File: src/rtl/fm_pkg.sv
// rtl/fm_pkg.sv - shared types and width helpers for the frequency meter controller
package fm_pkg;

  // Encodings kept as plain constants so older blocks can compare against raw state bits
  localparam logic [1:0] ST_IDLE = 2'd0;
  localparam logic [1:0] ST_MUL  = 2'd1;
  localparam logic [1:0] ST_DIV  = 2'd2;
  localparam logic [1:0] ST_OUT  = 2'd3;

  typedef enum logic [1:0] {
    IDLE = ST_IDLE,
    MUL  = ST_MUL,
    DIV  = ST_DIV,
    OUT  = ST_OUT
  } fm_state_e;

  // Default fractional width used by the display/UART consumers of fm_result_t
  localparam int FM_FRAC_DEF = 8;

  typedef struct packed {
    logic [32+FM_FRAC_DEF-1:0] freq_q;
    logic                      no_signal;
    logic                      overrun;
  } fm_result_t;

  // Bits needed to hold the value f, i.e. clog2(f+1)
  function automatic int fm_cw(input longint unsigned f);
    int w;
    w = 0;
    for (int i = 0; i < 63; i++) begin
      if ((longint'(1) << i) <= longint'(f)) w = i + 1;
    end
    return w;
  endfunction

  // Dividend width: 32-bit wave count times the clock constant, plus fraction
  function automatic int fm_dw(input longint unsigned f, input int frac);
    return 32 + fm_cw(f) + frac;
  endfunction

  // Result width: 32 integer bits plus fraction
  function automatic int fm_qw(input int frac);
    return 32 + frac;
  endfunction

endpackage

File: src/rtl/fm_divider.sv
// rtl/fm_divider.sv - restoring shift-subtract divider, one quotient bit per cycle
module fm_divider #(
  parameter int DW = 67
) (
  input  logic          clk,
  input  logic          rst_n,
  input  logic          start,
  input  logic [DW-1:0] dividend,
  input  logic [31:0]   divisor,
  output logic [DW-1:0] quotient,
  output logic          done
);

  localparam int CNW = $clog2(DW + 1);

  logic [DW-1:0]  q_r;
  logic [DW-1:0]  src_q;
  logic [DW-1:0]  q_nx;
  logic [31:0]    r_r;
  logic [31:0]    src_r;
  logic [32:0]    r_sh;
  logic [31:0]    r_nx;
  logic           ge;
  logic [CNW-1:0] cnt;

  // One restoring step; the start cycle already produces the first quotient bit
  always_comb begin
    src_q = start ? dividend : q_r;
    src_r = start ? 32'd0 : r_r;
    r_sh  = {src_r, src_q[DW-1]};
    ge    = (r_sh >= {1'b0, divisor});
    r_nx  = ge ? 32'(r_sh - {1'b0, divisor}) : r_sh[31:0];
    q_nx  = {src_q[DW-2:0], ge};
  end

  // Dividend register doubles as quotient register as bits shift in
  always_ff @(posedge clk or negedge rst_n) begin
    if (!rst_n) begin
      q_r  <= '0;
      r_r  <= '0;
      cnt  <= '0;
      done <= 1'b0;
    end else if (start) begin
      q_r  <= q_nx;
      r_r  <= r_nx;
      cnt  <= CNW'(DW - 1);
      done <= (DW == 1);
    end else if (cnt != '0) begin
      q_r  <= q_nx;
      r_r  <= r_nx;
      cnt  <= cnt - 1'b1;
      done <= (cnt == CNW'(1));
    end else begin
      done <= 1'b0;
    end
  end

  assign quotient = q_r;

endmodule

File: src/rtl/fm_ctrl.sv
// rtl/fm_ctrl.sv - capture, divide and deliver dual-counter frequency measurements
import fm_pkg::*;

module fm_ctrl #(
  parameter int unsigned F_CLK_HZ    = 100_000_000,
  parameter int unsigned FRAC_BITS   = 8,
  parameter int unsigned SETTLE      = 4,
  parameter int unsigned TIMEOUT_CYC = 300_000_000
) (
  input  logic                   clk,
  input  logic                   rst_n,
  input  logic                   safe_in,
  input  logic [31:0]            a_in,
  input  logic [31:0]            b_in,
  output logic [31+FRAC_BITS:0]  freq_q,
  output logic                   freq_valid,
  input  logic                   freq_ready,
  output logic                   no_signal,
  output logic                   overrun,
  output logic                   busy
);

  localparam int DW = fm_dw(F_CLK_HZ, FRAC_BITS);
  localparam int QW = fm_qw(FRAC_BITS);
  localparam int SW = $clog2(SETTLE + 1);
  localparam int TW = $clog2(TIMEOUT_CYC);

  logic          safe_m, safe_s;
  logic [31:0]   a_r, b_r, a_p, b_p;
  logic [31:0]   a_last, b_last;
  logic [31:0]   a_cap, b_cap;
  logic [SW-1:0] stab;
  logic [TW-1:0] tcnt;
  logic [1:0]    state;
  logic          ovr_sticky;
  logic          eq, capture, timeout, drop;
  logic          div_start, div_done;
  logic [DW-1:0] dividend, quotient;
  logic [QW-1:0] q_sat;

  // Safe flag synchronizer and per-cycle registering of the raw counts
  always_ff @(posedge clk or negedge rst_n) begin
    if (!rst_n) begin
      safe_m <= 1'b0;
      safe_s <= 1'b0;
      a_r    <= '0;
      b_r    <= '0;
      a_p    <= '0;
      b_p    <= '0;
    end else begin
      safe_m <= safe_in;
      safe_s <= safe_m;
      a_r    <= a_in;
      b_r    <= b_in;
      a_p    <= a_r;
      b_p    <= b_r;
    end
  end

  // Capture fires once, on the cycle the stable run length reaches SETTLE
  always_comb begin
    eq      = (a_r == a_p) && (b_r == b_p);
    capture = safe_s && eq && (stab == SW'(SETTLE - 1)) && (a_r != 32'd0) &&
              ({a_r, b_r} != {a_last, b_last});
    timeout = (tcnt == TW'(TIMEOUT_CYC - 1));
    drop    = capture || timeout;
  end

  // Stability run counter, saturating so it cannot wrap into a false capture
  always_ff @(posedge clk or negedge rst_n) begin
    if (!rst_n) begin
      stab <= '0;
    end else if (safe_s && eq) begin
      if (stab != SW'(SETTLE)) stab <= stab + 1'b1;
    end else begin
      stab <= '0;
    end
  end

  // Last captured pair, updated even when the capture itself is dropped
  always_ff @(posedge clk or negedge rst_n) begin
    if (!rst_n) begin
      a_last <= '0;
      b_last <= '0;
    end else if (capture) begin
      a_last <= a_r;
      b_last <= b_r;
    end
  end

  // Loss-of-signal timer: holds at its limit until IDLE can issue the result
  always_ff @(posedge clk or negedge rst_n) begin
    if (!rst_n) begin
      tcnt <= '0;
    end else if (capture || (state == ST_IDLE && timeout)) begin
      tcnt <= '0;
    end else if (!timeout) begin
      tcnt <= tcnt + 1'b1;
    end
  end

  assign div_start = (state == ST_MUL);
  assign dividend  = (DW'(b_cap) * DW'(F_CLK_HZ)) << FRAC_BITS;
  assign q_sat     = (|quotient[DW-1:QW]) ? '1 : quotient[QW-1:0];
  assign busy      = (state != ST_IDLE);

  fm_divider #(.DW(DW)) u_div (
    .clk      (clk),
    .rst_n    (rst_n),
    .start    (div_start),
    .dividend (dividend),
    .divisor  (a_cap),
    .quotient (quotient),
    .done     (div_done)
  );

  // Controller FSM; result outputs only change on entering OUT or on handshake
  always_ff @(posedge clk or negedge rst_n) begin
    if (!rst_n) begin
      state      <= ST_IDLE;
      a_cap      <= '0;
      b_cap      <= '0;
      freq_q     <= '0;
      freq_valid <= 1'b0;
      no_signal  <= 1'b0;
      overrun    <= 1'b0;
      ovr_sticky <= 1'b0;
    end else begin
      case (state)
        ST_IDLE: begin
          if (capture) begin
            a_cap <= a_r;
            b_cap <= b_r;
            state <= ST_MUL;
          end else if (timeout) begin
            freq_q     <= '0;
            no_signal  <= 1'b1;
            overrun    <= ovr_sticky;
            ovr_sticky <= 1'b0;
            freq_valid <= 1'b1;
            state      <= ST_OUT;
          end
        end
        ST_MUL: begin
          if (drop) ovr_sticky <= 1'b1;
          state <= ST_DIV;
        end
        ST_DIV: begin
          if (div_done) begin
            freq_q     <= q_sat;
            no_signal  <= 1'b0;
            overrun    <= ovr_sticky;
            ovr_sticky <= drop;
            freq_valid <= 1'b1;
            state      <= ST_OUT;
          end else if (drop) begin
            ovr_sticky <= 1'b1;
          end
        end
        default: begin
          if (drop) ovr_sticky <= 1'b1;
          if (freq_ready) begin
            freq_valid <= 1'b0;
            overrun    <= 1'b0;
            state      <= ST_IDLE;
          end
        end
      endcase
    end
  end

endmodule
File: config.mk
export PLATFORM = sky130hd
export DESIGN_NAME = fm_ctrl
export DESIGN_NICKNAME = d
export VERILOG_FILES = /design/src/rtl/fm_pkg.sv /design/src/rtl/fm_divider.sv /design/src/rtl/fm_ctrl.sv
export SDC_FILE = /design/constraint.sdc
export NUM_CORES = 2
export LEC_CHECK = 0
export BUFFER_PORTS_ARGS = -buffer_cell sky130_fd_sc_hd__buf_2
export CORE_MARGIN = 2
export CORE_UTILIZATION = 51
export CTS_BUF_LIST = sky130_fd_sc_hd__clkbuf_16
export DETAILED_ROUTE_END_ITERATION = 8
export GPL_TIMING_DRIVEN = 0
export PLACE_DENSITY = 0.77
export SLEW_MARGIN = 20
export SYNTH_ARGS = -nofsm -noshare
export SYNTH_HDL_FRONTEND = slang
export SYNTH_SLANG_ARGS = --single-unit
File: constraint.sdc
create_clock -name clk -period 9.2 [get_ports clk]
set_clock_uncertainty 0.2 [all_clocks]
set_input_delay 1.38 -clock clk [delete_from_list [all_inputs] [get_ports clk]]
set_output_delay 1.38 -clock clk [all_outputs]
set_load 0.02 [all_outputs]
==> flow_summary.yaml <==
outcome:
  status: "complete, no violations"
grt:
  grt.busiest_layer: "met2"
  grt_usage_pct: 25.9
  grt_overflow: 0
  grt_pass1_vias: 23900
  grt_use_met3_pct: 4.41
  grt_max_degree: 97
  grt_pass1_wl_mm: 130
  groute.layer.met2.usage_pct: 40.8
  grtUsageMet1_pct: 36.2
  antenna_found_initial: 1
worst_setup_path:
  arrival_ps: 9180
  crit_path_end_kind: "flip-flop"
  r2r_start: "b_cap[3]"
  r2r_cells: 33
  crit_start: "b_cap[3]"
  worstPathMaxFanout: 7
  cpPeakStageDelay_ps: 550
  cp_common_cell: "fa_1"
  cp-start-kind: "flip-flop"
  worstPathRequired_ps: 9530
  crit_path_top_delay_cell: "fa_1"
  critPathKind: "flip-flop to flip-flop"
timing:
  post-route-period-util_pct: 96.2
  finalHoldViolCount: 0
  setup_viol: 0
  fmax_ghz: 0.113
  drv_slew: 0
  relSlewSlack_pct: 32.2
  tightest_slew_ps: 1010
  fin_ws_ps: 349
  period_minus_slack_ps: 8850
cts:
  numCtsBuffers: 47
  clock_tree.buffer_depth: 3
  clk_latency_ps: 610
  clkTransAtPathRegs_ps: 60
  clkSinkCount: 443
  cts_tree: "done"
  htree_levels: 2
  clock_tree.root_cell: "clkbuf_16"
worst_hold_path:
  worst_hold_path_type: "flip-flop to flip-flop"
  holdCritStartpoint: "safe_m"
  holdPathStages: 0
route:
  routedWlPerCell_um: 18.9
  vias_per_cell: 5.45
  via_count: 23500
  dr.pass1.iters: 5
  final_antenna_net_count: 0
  finalWirelength_mm: 81.3
  initialDrtViolationCount: 1661
  drc_errors: 0
placed_design:
  pre_cts_slack_ps: -661
  numPortBuffers: 111
  hpwl_mm: 63.4
  gp_congestion: 0.949
  dp_cells: 4202
  placed_area_um2: 33600
floorplan:
  dieWidth_um: 254
  initial_core_util_pct: 51.6
  coreArea_um2: 61800
  io_pins: 112
  fp.dieH_um: 254
  die_area_um2: 64600
  rows: 91
layout:
  final_util_pct: 57.2
  stdcell_count: 4307
  syn_to_final_growth_pct: 10.8
  drive_gt1_share_pct: 9.31
  design_area_um2: 35400
  diodes: 0
  finalNetCount: 4036
yosys:
  ys_seq_area_share_pct: 34.7
  yosysUniqueCellTypes: 87
  synth_edf_count: 0
  yosys_warnings: 0
  ys_seq_elements: 443
  synth_cells: 3250
  synth_area_leaders: "dfrtp_1 35%, fa_1 18%, ha_1 9.8%, inv_1 5.9%, nand2_1 4.9%"
  synth_area_per_cell_um2: 9.82
  synthArstFlopShare_pct: 100
  ys.flop_type: "dfrtp_1"
  synth.top_cell.area_share_pct: 34.7
  synth_top_area_cell: "dfrtp_1"
  synth_fp_nets: 3850
  syn_area_um2: 31900
pwr:
  p_total_mw: 6.63
  power_density_nw_per_um2: 188
  p_leak_nw: 18.4
  ir_worst_vdd_v: 0.000163
job:
  drv_cap: 0
==> path summary, 6_finish.rpt <==
path                            endpoint  slack [ps]
min in group asynchronous       tcnt[13]         570
hold reg to reg                   safe_s         160
hold / removal                    safe_s         160
setup / recovery           u_div.r_r[28]         350
setup reg to reg           u_div.r_r[28]         350
max in group asynchronous      b_cap[13]        6450
==> cells by family (layout without fill, tap and decap cells) <==
logic type / after synthesis / after routing / share of synthesized area (%)
and+or+nand+nor: 855 / 855 / 12.3
buffers and inverters: 615 / 835 / 7.72
xor gates and xnor gates: 214 / 214 / 5.87
AOI/OAI and AO/OA: 552 / 552 / 10.6
muxes: 39 / 39 / 1.26
adders and majority gates: 532 / 532 / 27.5
DFF: 443 / 443 / 34.7
==> where the power goes <==
part | total (mW) | internal (mW) | switching [mW]
logic | 2.54 | 1.03 | 1.51
clock network | 1.77 | 0.964 | 0.807
registers | 2.32 | 2.16 | 0.164
total | 6.63 | 4.15 | 2.48
==> critical path, delay by kind of cell, from the launching register on <==
family                   cells  cell delay (ps)
AO/OA/AOI/OAI               14             2950
XOR/XNOR                     2              310
adder cells (fa/ha/maj)      9             3770
buffers and inverters        4              430
flip-flops                   1              400
multiplexers                 1              330
AND/OR/NAND/NOR              3              420
==> state kept, by name, indices dropped and copies added (netlist names), 32 cells and up <==
name / cells
u_div.quotient: 67
a_cap: 32
u_div.r_r: 32
a_p: 32
b_p: 32
b_cap: 32
freq_q: 40
a_last: 32
b_r: 32
a_r: 32
b_last: 32
==> metrics by stage <==
| stage | setup TNS (ps) | hold WS, ps |
|---|---|---|
| 4_1_cts | 0 | 161 |
| 3_5_place_dp | -10590 | 148 |
| 5_1_grt | -110 | 181 |
| 3_3_place_gp | -1014280 | 132 |
| 6_report | 0 | 157 |
| 2_1_floorplan | 0 | 131 |
==> timing repair <==
action | in CTS | in global routing
pin swaps | 1 | 9
gates resized for setup | 22 | 27
setup endpoints to repair | 32 | 32
buffers inserted | 4 | 20
hold buffers | 0 | 0
==> layer usage <==
metal | part of all wire, % | vias to the layer above
li1 | - | 10900
met1 | 44 | 11600
met2 | 45 | 781
met3 | 6.6 | 172
met4 | 3.6 | 0
met5 | 0 | -
==> cells in the mapped netlist (all sizes together), types with 5 or more instances <==
cell type,instances
inv,499
dfrtp,443
nand2,421
fa,281
ha,251
o21ai,212
nor2,158
a21oi,146
xnor2,140
xor2,74
clkbuf,67
a21o,55
nand4,54
nor2b,54
nand3,49
buf,47
nor4,35
mux2i,30
o21a,21
nor3,16
a31oi,15
and3,15
o22ai,13
a22oi,11
a211oi,10
mux2,9
nand2b,9
o21bai,9
a2111oi,8
and2,8
and4,8
or3,8
o211ai,7
o31ai,6
a211o,5
==> layout by cell type, fill, tap and decap left out, types with 9 or more instances in the layout <==
cell type and n:
inv_1 499, dfrtp_1 427, nand2_1 419, fa_1 281, ha_1 249, nor2_1 157, a21oi_1 141, xnor2_1 140
o21ai_0 140, buf_2 125, xor2_1 74, clkbuf_1 63, o21ai_1 61, a21o_1 55, nand4_1 54, nor2b_1 53
nand3_1 48, clkbuf_16 47, nor4_1 33, buf_4 31, mux2i_1 30, o21a_1 21, nor3_1 16, dfrtp_2 16
and3_1 15, buf_6 15, a31oi_1 14, clkinv_1 13, o22ai_1 13, o21ai_2 11, a22oi_1 11, o21bai_1 9
clkinv_2 9
==> layout make-up <==
cell class / count / area (um^2)
timing repair buffer: 139 / 856
buffer: 112 / 588
clock inverter: 36 / 236
tap: 837 / 1050
clock buffer: 47 / 1180
sequential: 443 / 11100
multi-input combinational: 2192 / 18500
fill: 5310 / 26500
inverter: 501 / 1890
No activity file was read; power rests on OpenSTA's default activity.
